[src/rtl/spi_ctrl_pkg.sv]
// -----------------------------------------------------------------------------
// spi_ctrl_pkg
// Shared definitions for the two-requester SPI Mode-0 master:
//   - state_t : controller FSM states (IDLE/SETUP/SHI/SLO/GAP)
//   - SPI_W   : SPI frame width in bits
//   - NREQ    : number of requesters
//   - onehot(): requester index -> one-hot grant vector
// -----------------------------------------------------------------------------
package spi_ctrl_pkg;

  localparam int SPI_W = 8;
  localparam int NREQ  = 2;

  typedef enum logic [2:0] {
    IDLE  = 3'd0,
    SETUP = 3'd1,
    SHI   = 3'd2,
    SLO   = 3'd3,
    GAP   = 3'd4
  } state_t;

  function automatic logic [NREQ-1:0] onehot(input logic idx);
    logic [NREQ-1:0] v;
    v      = '0;
    v[idx] = 1'b1;
    return v;
  endfunction

endpackage

[src/rtl/spi_master_arb_if.sv]
// -----------------------------------------------------------------------------
// spi_master_arb_if
// Bundles the requester handshake and the SPI pins of spi_master_arb.
//   req/wdata          : requester -> master
//   gnt/busy/done/...  : master -> requesters
//   CS/SCLK/MOSI       : master -> SPI slave
//   MISO               : SPI slave -> master
// Modports:
//   master : the SPI master block (drives grants, results and SPI pins)
//   slave  : the environment (requesters plus the SPI slave)
// -----------------------------------------------------------------------------
interface spi_master_arb_if;
  import spi_ctrl_pkg::*;

  logic [NREQ-1:0]       req;
  logic [NREQ*SPI_W-1:0] wdata;
  logic [NREQ-1:0]       gnt;
  logic                  busy;
  logic                  done;
  logic                  done_id;
  logic [SPI_W-1:0]      rdata;
  logic                  CS;
  logic                  SCLK;
  logic                  MOSI;
  logic                  MISO;

  modport master (
    input  req, wdata, MISO,
    output gnt, busy, done, done_id, rdata, CS, SCLK, MOSI
  );

  modport slave (
    output req, wdata, MISO,
    input  gnt, busy, done, done_id, rdata, CS, SCLK, MOSI
  );

endinterface

[src/rtl/spi_rr_arbiter.sv]
// -----------------------------------------------------------------------------
// spi_rr_arbiter
// Combinational two-way round-robin pick. The parent registers the winner
// into its "last" pointer when the grant is taken.
// Ports:
//   i_req    : per-requester request
//   i_last   : index of the most recently granted requester
//   o_valid  : at least one request is pending
//   o_winner : index of the requester to grant
// -----------------------------------------------------------------------------
module spi_rr_arbiter
  import spi_ctrl_pkg::*;
(
  input  logic [NREQ-1:0] i_req,
  input  logic            i_last,
  output logic            o_valid,
  output logic            o_winner
);

  assign o_valid = |i_req;

  // Contention goes to whoever was not served last; otherwise the single
  // active requester wins (index 0 when nothing is pending, unused then).
  always_comb begin
    o_winner = i_req[1];
    if (&i_req) begin
      o_winner = ~i_last;
    end
  end

endmodule

[src/rtl/spi_master_arb.sv]
// -----------------------------------------------------------------------------
// spi_master_arb
// Two-requester SPI Mode-0 master. Arbitrates round-robin, then runs one
// full-duplex 8-bit frame (MSB first) per grant and returns the received
// byte to the granted requester with a one-cycle done pulse.
// Parameters:
//   CLK_DIV : clk cycles per SCLK half-period (>=1)
//   CS_GAP  : clk cycles CS stays high between frames (>=1)
// Ports:
//   clk   : system clock, all logic on posedge
//   reset : synchronous active-high reset (aborts any frame in flight)
//   bus   : requester handshake and SPI pins (spi_master_arb_if.master)
// Build option:
//   SPI_LOOPBACK_EN : when defined, the receive path samples MOSI instead of
//                     the MISO pin so rdata echoes the transmitted byte.
// -----------------------------------------------------------------------------
module spi_master_arb
  import spi_ctrl_pkg::*;
#(
  parameter int CLK_DIV = 4,
  parameter int CS_GAP  = 2
) (
  input  logic clk,
  input  logic reset,
  spi_master_arb_if.master bus
);

  // One counter serves both the SCLK half-periods and the CS gap.
  localparam int CNT_MAX = (CLK_DIV > CS_GAP) ? CLK_DIV : CS_GAP;
  localparam int CNT_W   = (CNT_MAX > 1) ? $clog2(CNT_MAX) : 1;

  state_t           r_state, w_state_next;
  logic [CNT_W-1:0] r_cnt, w_cnt_next;
  logic [2:0]       r_bit, w_bit_next;
  logic [SPI_W-2:0] r_shift, w_shift_next;   // bits still to send after MOSI
  logic [SPI_W-1:0] r_rx, w_rx_next;
  logic             r_last, w_last_next;
  logic [NREQ-1:0]  r_gnt, w_gnt_next;
  logic             r_busy, w_busy_next;
  logic             r_done, w_done_next;
  logic             r_done_id, w_done_id_next;
  logic [SPI_W-1:0] r_rdata, w_rdata_next;
  logic             r_cs, w_cs_next;
  logic             r_sclk, w_sclk_next;
  logic             r_mosi, w_mosi_next;

  logic             w_arb_valid;
  logic             w_winner;
  logic             w_grant;
  logic             w_sample;
  logic             w_div_end;
  logic             w_gap_end;
  logic [CNT_W-1:0] w_cnt_inc;
  logic [SPI_W-1:0] w_wbyte [NREQ];

  // Split the packed write bus into one byte per requester.
  genvar gi;
  generate
    for (gi = 0; gi < NREQ; gi++) begin : g_wbyte
      assign w_wbyte[gi] = bus.wdata[gi*SPI_W +: SPI_W];
    end
  endgenerate

  spi_rr_arbiter u_arb (
    .i_req    (bus.req),
    .i_last   (r_last),
    .o_valid  (w_arb_valid),
    .o_winner (w_winner)
  );

`ifdef SPI_LOOPBACK_EN
  assign w_sample = r_mosi;
`else
  assign w_sample = bus.MISO;
`endif

  assign w_div_end = (r_cnt == CNT_W'(CLK_DIV - 1));
  assign w_gap_end = (r_cnt == CNT_W'(CS_GAP - 1));
  assign w_cnt_inc = r_cnt + CNT_W'(1);

  always_ff @(posedge clk) begin
    if (reset) begin
      r_state   <= IDLE;
      r_cnt     <= '0;
      r_bit     <= '0;
      r_shift   <= '0;
      r_rx      <= '0;
      r_last    <= 1'b1;
      r_gnt     <= '0;
      r_busy    <= 1'b0;
      r_done    <= 1'b0;
      r_done_id <= 1'b0;
      r_rdata   <= '0;
      r_cs      <= 1'b1;
      r_sclk    <= 1'b0;
      r_mosi    <= 1'b0;
    end else begin
      r_state   <= w_state_next;
      r_cnt     <= w_cnt_next;
      r_bit     <= w_bit_next;
      r_shift   <= w_shift_next;
      r_rx      <= w_rx_next;
      r_last    <= w_last_next;
      r_gnt     <= w_gnt_next;
      r_busy    <= w_busy_next;
      r_done    <= w_done_next;
      r_done_id <= w_done_id_next;
      r_rdata   <= w_rdata_next;
      r_cs      <= w_cs_next;
      r_sclk    <= w_sclk_next;
      r_mosi    <= w_mosi_next;
    end
  end

  always_comb begin
    w_state_next   = r_state;
    w_cnt_next     = r_cnt;
    w_bit_next     = r_bit;
    w_shift_next   = r_shift;
    w_rx_next      = r_rx;
    w_last_next    = r_last;
    w_gnt_next     = r_gnt;
    w_busy_next    = r_busy;
    w_done_next    = 1'b0;
    w_done_id_next = r_done_id;
    w_rdata_next   = r_rdata;
    w_cs_next      = r_cs;
    w_sclk_next    = r_sclk;
    w_mosi_next    = r_mosi;
    w_grant        = 1'b0;

    case (r_state)
      IDLE: begin
        w_grant = w_arb_valid;
      end

      SETUP: begin
        if (w_div_end) begin
          w_state_next = SHI;
          w_sclk_next  = 1'b1;
          w_rx_next    = {r_rx[SPI_W-2:0], w_sample};
          w_cnt_next   = '0;
        end else begin
          w_cnt_next = w_cnt_inc;
        end
      end

      SHI: begin
        if (w_div_end) begin
          w_state_next = SLO;
          w_sclk_next  = 1'b0;
          w_cnt_next   = '0;
          // Present the next bit on the falling edge; the last bit stays.
          if (r_bit < 3'd7) begin
            w_mosi_next  = r_shift[SPI_W-2];
            w_shift_next = {r_shift[SPI_W-3:0], 1'b0};
          end
        end else begin
          w_cnt_next = w_cnt_inc;
        end
      end

      SLO: begin
        if (w_div_end) begin
          w_cnt_next = '0;
          if (r_bit < 3'd7) begin
            w_bit_next   = r_bit + 3'd1;
            w_state_next = SHI;
            w_sclk_next  = 1'b1;
            w_rx_next    = {r_rx[SPI_W-2:0], w_sample};
          end else begin
            // Low phase after the 8th rising edge: close the frame.
            w_state_next   = GAP;
            w_cs_next      = 1'b1;
            w_gnt_next     = '0;
            w_mosi_next    = 1'b0;
            w_done_next    = 1'b1;
            w_done_id_next = r_last;
            w_rdata_next   = r_rx;
          end
        end else begin
          w_cnt_next = w_cnt_inc;
        end
      end

      GAP: begin
        if (w_gap_end) begin
          // A pending request is granted on the same edge that would
          // return to IDLE, so CS stays high for exactly CS_GAP cycles.
          if (w_arb_valid) begin
            w_grant = 1'b1;
          end else begin
            w_state_next = IDLE;
            w_busy_next  = 1'b0;
            w_cnt_next   = '0;
          end
        end else begin
          w_cnt_next = w_cnt_inc;
        end
      end

      default: begin
        w_state_next = IDLE;
      end
    endcase

    if (w_grant) begin
      w_state_next = SETUP;
      w_gnt_next   = onehot(w_winner);
      w_busy_next  = 1'b1;
      w_cs_next    = 1'b0;
      w_sclk_next  = 1'b0;
      w_mosi_next  = w_wbyte[w_winner][SPI_W-1];
      w_shift_next = w_wbyte[w_winner][SPI_W-2:0];
      w_last_next  = w_winner;
      w_cnt_next   = '0;
      w_bit_next   = '0;
    end
  end

  assign bus.gnt     = r_gnt;
  assign bus.busy    = r_busy;
  assign bus.done    = r_done;
  assign bus.done_id = r_done_id;
  assign bus.rdata   = r_rdata;
  assign bus.CS      = r_cs;
  assign bus.SCLK    = r_sclk;
  assign bus.MOSI    = r_mosi;

endmodule

[src/flat_wrapper.sv]
// flat-port wrapper written by rule: the top's interface ports become plain ports
module spi_master_arb_flat import spi_ctrl_pkg::*;
#(
  parameter int CLK_DIV = 4,
  parameter int CS_GAP  = 2
)
  (clk, reset, bus_req, bus_wdata, bus_MISO, bus_gnt, bus_busy, bus_done, bus_done_id, bus_rdata, bus_CS, bus_SCLK, bus_MOSI);
  spi_master_arb_if bus_i ();
  input  logic clk;
  input  logic reset;
  input wire logic [$bits(bus_i.req)-1:0] bus_req;
  input wire logic [$bits(bus_i.wdata)-1:0] bus_wdata;
  input wire logic [$bits(bus_i.MISO)-1:0] bus_MISO;
  output wire logic [$bits(bus_i.gnt)-1:0] bus_gnt;
  output wire logic [$bits(bus_i.busy)-1:0] bus_busy;
  output wire logic [$bits(bus_i.done)-1:0] bus_done;
  output wire logic [$bits(bus_i.done_id)-1:0] bus_done_id;
  output wire logic [$bits(bus_i.rdata)-1:0] bus_rdata;
  output wire logic [$bits(bus_i.CS)-1:0] bus_CS;
  output wire logic [$bits(bus_i.SCLK)-1:0] bus_SCLK;
  output wire logic [$bits(bus_i.MOSI)-1:0] bus_MOSI;
  assign bus_i.req = bus_req;
  assign bus_i.wdata = bus_wdata;
  assign bus_i.MISO = bus_MISO;
  assign bus_gnt = bus_i.gnt;
  assign bus_busy = bus_i.busy;
  assign bus_done = bus_i.done;
  assign bus_done_id = bus_i.done_id;
  assign bus_rdata = bus_i.rdata;
  assign bus_CS = bus_i.CS;
  assign bus_SCLK = bus_i.SCLK;
  assign bus_MOSI = bus_i.MOSI;
  spi_master_arb #(.CLK_DIV(CLK_DIV), .CS_GAP(CS_GAP)) u_core (.clk(clk), .reset(reset), .bus(bus_i));
endmodule
[config.mk]
export PLATFORM = sky130hd
export DESIGN_NAME = spi_master_arb_flat
export DESIGN_NICKNAME = d
export VERILOG_FILES = /design/src/rtl/spi_ctrl_pkg.sv /design/src/rtl/spi_master_arb_if.sv /design/src/rtl/spi_rr_arbiter.sv /design/src/rtl/spi_master_arb.sv /design/src/flat_wrapper.sv
export SDC_FILE = /design/constraint.sdc
export NUM_CORES = 1
export LEC_CHECK = 0
export CAP_MARGIN = 20
export CORE_ASPECT_RATIO = 0.5
export CORE_MARGIN = 10
export CORE_UTILIZATION = 55
export DETAILED_ROUTE_END_ITERATION = 12
export MAX_ROUTING_LAYER = met4
export PLACE_DENSITY = 0.84
export SLEW_MARGIN = 40
export SYNTH_ARGS = -nofsm -noshare
export SYNTH_HDL_FRONTEND = slang
export SYNTH_SLANG_ARGS = --single-unit
[constraint.sdc]
create_clock -name clk -period 3.3 [get_ports clk]
set_input_delay 0.66 -clock clk [delete_from_list [all_inputs] [get_ports clk]]
set_output_delay 0.66 -clock clk [all_outputs]
set_load 0.02 [all_outputs]
* Word-level counts from Yosys, hierarchy flattened
Cells that the tools add are included.
** Operators by class
- Add/sub/neg operators :: 2
- Multiply operators :: 0
- Div/mod/pow operators :: 0
- $lt $le $gt $ge :: 4
- Equality and inequality tests :: 23
- Shift-type cells :: 0
- Muxes and demuxes :: 53
- Bitwise logic cells :: 6
- Reductions and logical operators :: 28
** Operators by type and width (count)
- two-way mux 8 bit :: 6
- two-way mux 7 bit :: 4
- two-way mux 1 bit :: 23
- two-way mux 3 bit :: 6
- case mux 8 bit (2 select lines) :: 1
- nonzero test 2 bit :: 8
- != test 3 x 1 -> 1 bit (second input constant) :: 5
- case mux 3 bit (5 select lines) :: 1
- AND reduction 3 bit :: 5
- two-way mux 2 bit :: 7
- != test 2 x 1 -> 1 bit (second input constant) :: 7
- AND reduction 6 bit :: 2
- AND reduction 5 bit :: 2
- == test 3 x 2 -> 1 bit (second input constant) :: 2
- != test 3 bit (second input constant) :: 2
- nonzero test 3 bit :: 2
- OR reduction 3 bit :: 2
- NOT 1 bit :: 5
- != test 2 bit (second input constant) :: 2
- case mux 1 bit (2 select lines) :: 2
- case mux 2 bit (2 select lines) :: 1
- AND reduction 2 bit :: 2
- AND reduction 4 bit :: 1
- OR reduction 2 bit :: 2
- other kinds (16) :: 16
** Storage, ports and cells
- Register bits after elaboration :: 40
- Latch bits :: 0
- RAM bits :: 0
- Bits in read-only memories :: 0
- Input bits :: 21
- Output and inout bits :: 16
- Logic and storage cells :: 131
- Memories :: 0

* Depth between registers and ports, before layout
Gate-level depths: netlist (run 1).
- Depth after elaboration :: 7
- Mapped depth :: 7
- Mapped depth without buffers :: 6

* Hierarchy
From an unflattened synthesis (run 1), not the netlist that was laid out.
** Second synthesis, totals
- Cell total of the unflattened synthesis :: 203
- Area total of the unflattened synthesis :: 1805.5 um^2
** By module, submodules not included
- spi_master_arb :: times used 1, cells each 201, area an instance 1791.7 um^2, seq. area each 800.8 um^2
- spi_rr_arbiter :: times used 1, cells each 2, area an instance 13.8 um^2, seq. area each 0.0 um^2

* Worst setup path before layout (run 1)
OpenSTA, ideal clock, no wires.
- Kind :: input-to-reg
- Start :: input bus_req[1]
- End :: register u_core.r_shift[6]
- Setup time :: 0.086 ns
- Data arrival time :: 1.481 ns
- Data required time :: 3.214 ns
- Setup slack :: 1.732 ns
- Cell stages on the path :: 5
- Path buffers :: 1
- Path through :: or2_4 nand3_2 buf_6 o21ai_0 a221oi_2
** On the way
- Cells in the longest elaborated chain, start to end :: 7
- Elaborated cells between the ends (all ways) :: 15
- Classes of those cells :: 8 x mux; 1 x bitwise; 6 x reduce/logical
** Ends and longest elaborated chain
- start, declared :: RTL line flat_wrapper.sv:11 : input wire logic [$bits(bus_i.req)-1:0] bus_req;
- parallel branches: the longest is 7 deep, another holds AND reduction 3 bit
- end signal, assigned :: RTL line spi_master_arb.sv:101 : r_shift <= w_shift_next;
- end, declared :: RTL line spi_master_arb.sv:35 : logic [SPI_W-2:0] r_shift, w_shift_next;
Several ways; the timed one is not identified. The select of a mux whose other input is x is not followed.
A chain may end at the register's enable or synchronous reset.

* Worst setup path after layout (run 1)
- Start :: input bus_req[0]
- End :: register u_core.r_state[1]
** On the way
- Cells in the longest elaborated chain, start to end :: 5
- Elaborated cells between the ends (all ways) :: 7
- Classes of those cells :: 1 x eq/ne; 3 x mux; 3 x reduce/logical
** Ends and longest elaborated chain
- OR reduction 2 bit (*) :: RTL line spi_rr_arbiter.sv:20 : assign o_valid = |i_req;
- two-way mux 1 bit :: RTL line spi_master_arb.sv:190 : if (w_arb_valid) begin
- two-way mux 1 bit :: RTL line spi_master_arb.sv:187 : if (w_gap_end) begin
- case mux 1 bit (2 select lines) :: RTL line spi_master_arb.sv:132 : case (r_state)
- OR reduction 2 bit (no line)
- end signal, assigned :: RTL line spi_master_arb.sv:98 : r_state <= w_state_next;
- end, declared :: RTL line spi_master_arb.sv:32 : state_t r_state, w_state_next;
Mark *: on every way between the ends. The rest lies on a longest branch, timed or not.

==> results of run 1 <==
## layout by cell type, fill, tap and decap left out, types with 3 or more instances in the layout
master	n
nor2_1	10
o21ai_0	10
a21oi_1	24
clkdlybuf4s50_1	36
nand3_1	14
and3_1	3
a32o_1	8
nand2_1	38
nand3_2	3
a221oi_1	5
dfxtp_1	40
ha_1	4
clkbuf_8	5
nand2b_1	4
a211oi_1	4
inv_1	11
## where the power goes
part	switching (mW)	total [mW]	internal, mW
combinational	0.0684	0.135	0.0665
sequential	0.0140	0.514	0.500
clock	0.182	0.405	0.224
## worst max-delay path, cell delays in order
cell and delay (ns):
clkdlybuf4s50_1 0.67, or2_4 0.39, nand3_2 0.20, nand2b_1 0.23, nor4_1 0.28
## flip-flops by register name, summed over array words and instances, names as in the netlist, 2 cells and up
register	flops
u_core.r_bit	3
u_core.r_state	3
u_core.bus.gnt	2
u_core.r_rx	8
u_core.bus.rdata	8
u_core.r_shift	7
u_core.r_cnt	2
## kinds of logic (layout without fill, tap and decap cells)
family	count (synthesis)	after routing	synth area share, %
muxes	1	1	0.522
and+or+nand+nor	84	84	22.4
buffers and inverters	26	56	6.97
adders and majority gates	4	4	2.61
DFF	40	40	41.7
xor gates and xnor gates	3	3	1.37
AOI/OAI and AO/OA	65	65	24.4
## path summary, 6_finish.rpt
| path | start | end | depth (start not counted) |
|---|---|---|---|
| worst max register to register | u_core.r_state[1]$_SDFFE_PP0P_ | u_core.r_state[1]$_SDFFE_PP0P_ | 4 |
| worst max-delay path | bus_req[0] | u_core.r_state[1]$_SDFFE_PP0P_ | 5 |
| worst min-delay path | u_core.bus.done_id$_SDFFE_PP0P_ | u_core.bus.done_id$_SDFFE_PP0P_ | 2 |
| worst min register to register | u_core.bus.done_id$_SDFFE_PP0P_ | u_core.bus.done_id$_SDFFE_PP0P_ | 2 |
## through the flow
step           hold slack, ns  power [mW]
2_1_floorplan           0.432       0.612
3_3_place_gp            0.444       0.654
3_5_place_dp            0.445       0.660
4_1_cts                 0.457        1.06
5_1_grt                 0.484        1.09
6_report                0.457        1.05
## layer usage
layer  global-route usage (%)  part of all wire [%]  vias up
li1                         -                     -      862
met1                     17.2                    45      829
met2                     23.4                    50       41
met3                     3.40                   3.8        7
met4                     5.78                   1.3        0
met5                        -                     0        -
## layout make-up
cell class	count	area (um2)
Clock buffer	5	68.8
Clock inverter	3	42.5
Fill cell	269	1030
Inverter	11	41.3
Multi-Input combinational cell	157	985
Sequential cell	40	801
Tap cell	51	63.8
Timing Repair Buffer	37	368
==> results list, run 1 <==
- Top_reg_cell synth: dfxtp_1
* I/O Buffers: 36
* HPWL Detailed: 3210 um
- Min-Delay Path Class: reg2reg
- Required time at the endpoint of the critical path: 3.51 ns
- Entering global routing, the biggest net connects 34 pins.
- Leading cell type by number of instances after synthesis: dfxtp_1
* Initial antenna violation count: 0
* Aggregate negative setup slack: 0 ns
- Buffers inserted during clock tree synthesis total 5.
- After technology mapping, the gate count stands at 223.
* Diodes inserted: 0
- Total Routing Usage GR: 14.3%
* Skew final: 0.00377 ns
* Post-Synthesis Net Count: 248
* Slew at the pin closest to its max-slew limit: 0.820 ns
* Yosys Warn Count: 0
* Setup repair after global routing missed its margin: no
* Total grt overflow: 0
- After synthesis, the most frequently instantiated cells are 40 x dfxtp_1, 38 x nand2_1, 24 x a21oi_1, 14 x nand3_1, 11 x inv_1.
- After detailed routing, the number of vias per cell comes to 5.72.
* Synth cell types: 44
* Number of cells after detailed placement: 296
* Max Clock Freq: 449 MHz
* Routability cong.: 0.789
- STA puts the critical path data arrival time at 2.44 ns.
- The H-tree was split into 2 levels.
* Largest cells by area after synthesis: dfxtp_1 42%, nand2_1 7.4%, a21oi_1 6.3%, a32o_1 4.2%, nand3_1 3.7%
- For this run, the number of standard cells in the final layout without fillers is 304.
* Slack of the worst reg-to-reg path: 1.10 ns
- Reported max-cap violation count: 0
- Worst setup margin: 1.07 ns
- Final Setup Violations: 0
- Die Span X: 104 um
- Final-stage net count: 277
- TritonCTS clock tree: yes
- Dividing the synthesized area by the synthesized cell count gives 8.61 um2.
- Clock-pin slew on the worst setup and hold paths: 0.08 ns
- Die H: 61.8 um
- Max Transition Viols Final: 0
- Detailed-router iteration count before antenna repair: 4
- Counting every sink on the clock net gives 40.
* Synth-to-Final Area Change: 23.5%
- Slew headroom: 45.1%
- For this run, design rule violations remaining after detail routing come to 0.
- Fin crit share: 67.4%
* Post-route cell area: 2370 um2
- Synthesized flop and latch total: 40
- In the final routed layout, each cell accounts on average for 15.2 um.
* Share of post-route cells with drive strength above 1: 7.51%
- Initial standard-cell utilization of the core: 56.5%
- The total area inside the core boundary comes to 3400 um2.
- Kind of start point of the critical path: input port
- After detailed placement, the total cell area comes to 2260 um2.
- Pwr/cell area: 445 nW/um2
- Antenna Violating Nets Remaining: 0
- For this run, asynchronously set or reset flops after synthesis account for 0%.
- Number of I/O pins: 37
- Worst setup path class: in2reg
- Of all nets on the critical path, the largest fanout is 14.
- Share of Yosys cell area claimed by the top area cell type: 41.7%
- The die covers 6400 um2.
- Clock Tree Root: clkbuf_8
- Number of placement rows: 15
- OpenSTA, run right after detailed placement, puts the worst setup slack at 0.769 ns.
- Hold bufs inserted after CTS: 0
- Leakage power figure: 0.813 nW
- The worst setup path is captured at a flip-flop.
- Resized cells post-CTS: 0
- Clock Tree Buf Depth: 2
- The first global-routing pass estimated 7360 um of wire.
- Largest area contributor in the synthesized netlist: dfxtp_1
- After detailed routing, the total wire length is 4610 um.
* Final Critical Period: 2.23 ns
* Outcome: completed
- Endpoints failing hold: 0
* Vias: 1739
* First-iteration detailed-routing DRC count: 118
- Worst-skew pair later-pin latency: 0.30 ns
- Via count of the first global-routing pass: 1525
- The synthesized netlist occupies a cell area of 1920 um2.
* Fraction of the yosys area taken by sequential cells: 41.7%
* Number of enable flip-flop cells after synthesis: 0
- IR analysis of the VDD net gives a maximum drop of 0.294 mV.
* Post-CTS Setup Bufs: 0
- For this run, the share of the core covered by cells in the final layout is 69.8%.
No activity file was read; power rests on OpenSTA's default activity.
==> run 2, diff against run 1 <==
--- a/config.mk
+++ b/config.mk
@@ -8,10 +8,10 @@
 export CAP_MARGIN = 20
 export CORE_ASPECT_RATIO = 0.5
 export CORE_MARGIN = 10
-export CORE_UTILIZATION = 55
+export CORE_UTILIZATION = 46
 export DETAILED_ROUTE_END_ITERATION = 12
 export MAX_ROUTING_LAYER = met4
-export PLACE_DENSITY = 0.84
+export PLACE_DENSITY = 0.75
 export SLEW_MARGIN = 40
 export SYNTH_ARGS = -nofsm -noshare
 export SYNTH_HDL_FRONTEND = slang
==> constraint.sdc (replaced) <==
create_clock -name clk -period 2 [get_ports clk]
set_input_delay 0.4 -clock clk [delete_from_list [all_inputs] [get_ports clk]]
set_output_delay 0.4 -clock clk [all_outputs]
set_load 0.02 [all_outputs]
==> results list, run 2 (synthesized netlist as in run 1, its figures left out) <==
- Clock latency on the worst-skew pair, taken at its later pin, is 0.29 ns.
- In this run, the clock network consumes 32.7% of the power.
* Maximum resistive drop on vdd: 0.458 mV
* Via count of the first global-routing pass: 1727
- Cell seen most often among critical-path stages: nand2b_1
- Peak per-stage delay on the critical path: 0.39 ns
* Worst path top cell family by delay: simple AND/OR/NAND/NOR gates
- STA classifies the critical path startpoint as a flip-flop.
- Arrival time of the worst setup path: 1.96 ns
* Multi-input gate area: 992 um2
* Number of remaining DRC errors: 0
- Combinational cells account for 14.9% of the total power.
* Outcome: completed
- The routed layout has 1766 vias.
* Switching Share: 26.4%
- Global-route wire length before repair: 8080 um
- Fin crit share: 88.3%
- Initial antenna violation count: 0
- Synth-to-Final Area Change: 27.4%
- The worst setup path is captured at a flip-flop.
* Detailed-router iteration count before antenna repair: 5
* Aggregate negative setup slack: 0 ns
- At the end of routability-driven placement, the weighted congestion stood at 0.833.
- The internal power of the cells totals 1.19 mW.
- The initial utilization of the core area, before any placement, comes to 48.4%.
* Area of the core region: 3960 um2
* Sum of internal, switching and leakage power: 1.62 mW
- Share of post-route cells with drive strength above 1: 11.0%
* Final-stage net count: 287
* Antenna Violating Nets Remaining: 0
- Number of placement rows: 16
* Endpoints failing hold: 0
- Setup repair after global routing left no endpoint under its margin.
* First-iteration detailed-routing DRC count: 56
- CTS built an H-tree with a depth of 2.
- After detailed routing, the number of vias per cell comes to 5.57.
- Die H: 65.7 um
- Finished Layout Cells: 317
* Max Transition Viols Final: 0
- Cells fill 61.7% of the core in the end.
- HPWL Detailed: 3450 um
- In this run, CTS created clock tree buffers numbering 5.
* Slew at the pin closest to its max-slew limit: 0.576 ns
- After clock tree synthesis, the clock-pin slew on the worst setup and hold paths is 0.08 ns.
* Aggregate routed wire length: 4730 um
* Final Setup Violations: 0
- Clock tree synthesis selected as its root buffer the cell clkbuf_8.
- Reported max-cap violation count: 0
- Net switching power: 429 uW
- Along the worst path, the maximum fanout reaches 13.
- Total Routing Usage GR: 13.4%
- The library cells used most frequently in the layout, excluding fill and tap cells, are 40 x dfxtp_1, 38 x nand2_1, 36 x clkdlybuf4s50_1.
- Number of buffers and inverters on the critical path: 1
- Pwr/cell area: 663 nW/um2
- Total grt overflow: 0
- The clock passes through at most 2 buffers.
- The worst pin sits at a relative slew slack of 61.5%.
* Required time at the endpoint of the critical path: 2.19 ns
* TritonCTS clock tree: yes
- Traced cell by cell, the critical path runs through inv_1 > ha_1 > nand2b_1 > nand3_4 > nand2b_1 > nor4_1.
* Die Outline Area: 7310 um2
- The setup path with the least slack is of type reg2reg.
* Average wire per standard cell: 14.9 um
- Leakage power figure: 0.862 nW
- In the post-route analysis, the smallest setup slack over all paths is 0.235 ns.
- Die Span X: 111 um
- Filler Cell Count: 356
* Number of I/O pins: 37
- Sequential cells account for 52.4% of the total power.
- Entering global routing, the biggest net connects 33 pins.
* Max Clock Freq: 567 MHz
- Final Critical Period: 1.77 ns
- Slowest stage cell on the critical path: dfxtp_1
- Across the routed clock network, the largest skew measured is 0.00482 ns.
* Register area: 801 um2
- The clock net in this run drives a total of 40 sinks.
- The library cell used most frequently in the layout, excluding fill and tap cells, is dfxtp_1.
- OpenSTA, run right after detailed placement, puts the worst setup slack at -0.0385 ns.
- Min-Delay Path Class: reg2reg
* Diodes inserted: 0
* Number of cells after detailed placement: 309
- Input and output buffers added on the ports amount to 36.
[run 2: layout make-up]
type | instances | share of cell area (%)
clock inverter | 3 | 0.768
tap | 54 | 2.76
clock buffer | 5 | 2.81
sequential | 40 | 32.8
inverter | 11 | 1.69
multi-input combinational | 157 | 40.6
timing repair buffer | 47 | 18.6
[run 2: worst paths after layout]
| check | start | endpoint | slack [ns] | cells after the start |
|---|---|---|---|---|
| worst max-delay path | u_core.r_cnt[1]$_SDFFE_PP0P_ | u_core.r_state[1]$_SDFFE_PP0P_ | 0.23 | 6 |
| worst min-delay path | u_core.r_rx[7]$_SDFFE_PP0P_ | u_core.bus.rdata[7]$_SDFFE_PP0P_ | 0.46 | 2 |
| worst max register to register | u_core.r_cnt[1]$_SDFFE_PP0P_ | u_core.r_state[1]$_SDFFE_PP0P_ | 0.23 | 6 |
| worst min register to register | u_core.r_rx[7]$_SDFFE_PP0P_ | u_core.bus.rdata[7]$_SDFFE_PP0P_ | 0.46 | 2 |
[run 2: tightest hold or removal path: stages, from the launching register on]
cell and delay (ns):
dfxtp_1 0.32, nand2_1 0.05, a21oi_1 0.05
[run 2: per-layer routing]
metal | track usage (%) | routed length, um | up-vias
li1 | - | - | 879
met1 | 15.4 | 2110 | 845
met2 | 22.9 | 2380 | 36
met3 | 3.44 | 179 | 6
met4 | 4.30 | 54 | 0
met5 | - | 0 | -
[run 2: power by group through the flow]
stage	combinational [mW]	clock, mW	sequential (mW)
detailed placement	0.239	0	0.868
finish	0.241	0.531	0.850
global placement	0.233	0	0.867
CTS	0.240	0.548	0.849
global route	0.265	0.583	0.855
floorplan	0.141	0	0.869
[run 2: repair_timing]
item,in CTS,in global routing
endpoints found under the hold margin,0,0
gates resized for setup,0,1
setup buffers,0,0
hold buffers,0,0
setup endpoints to repair,0,1
[run 2: stage by stage]
stage / area, um2 / hold WS (ns)
floorplan: 1920 / 0.432
global route: 2440 / 0.485
finish: 2440 / 0.460
global placement: 2350 / 0.446
CTS: 2440 / 0.462
detailed placement: 2350 / 0.450
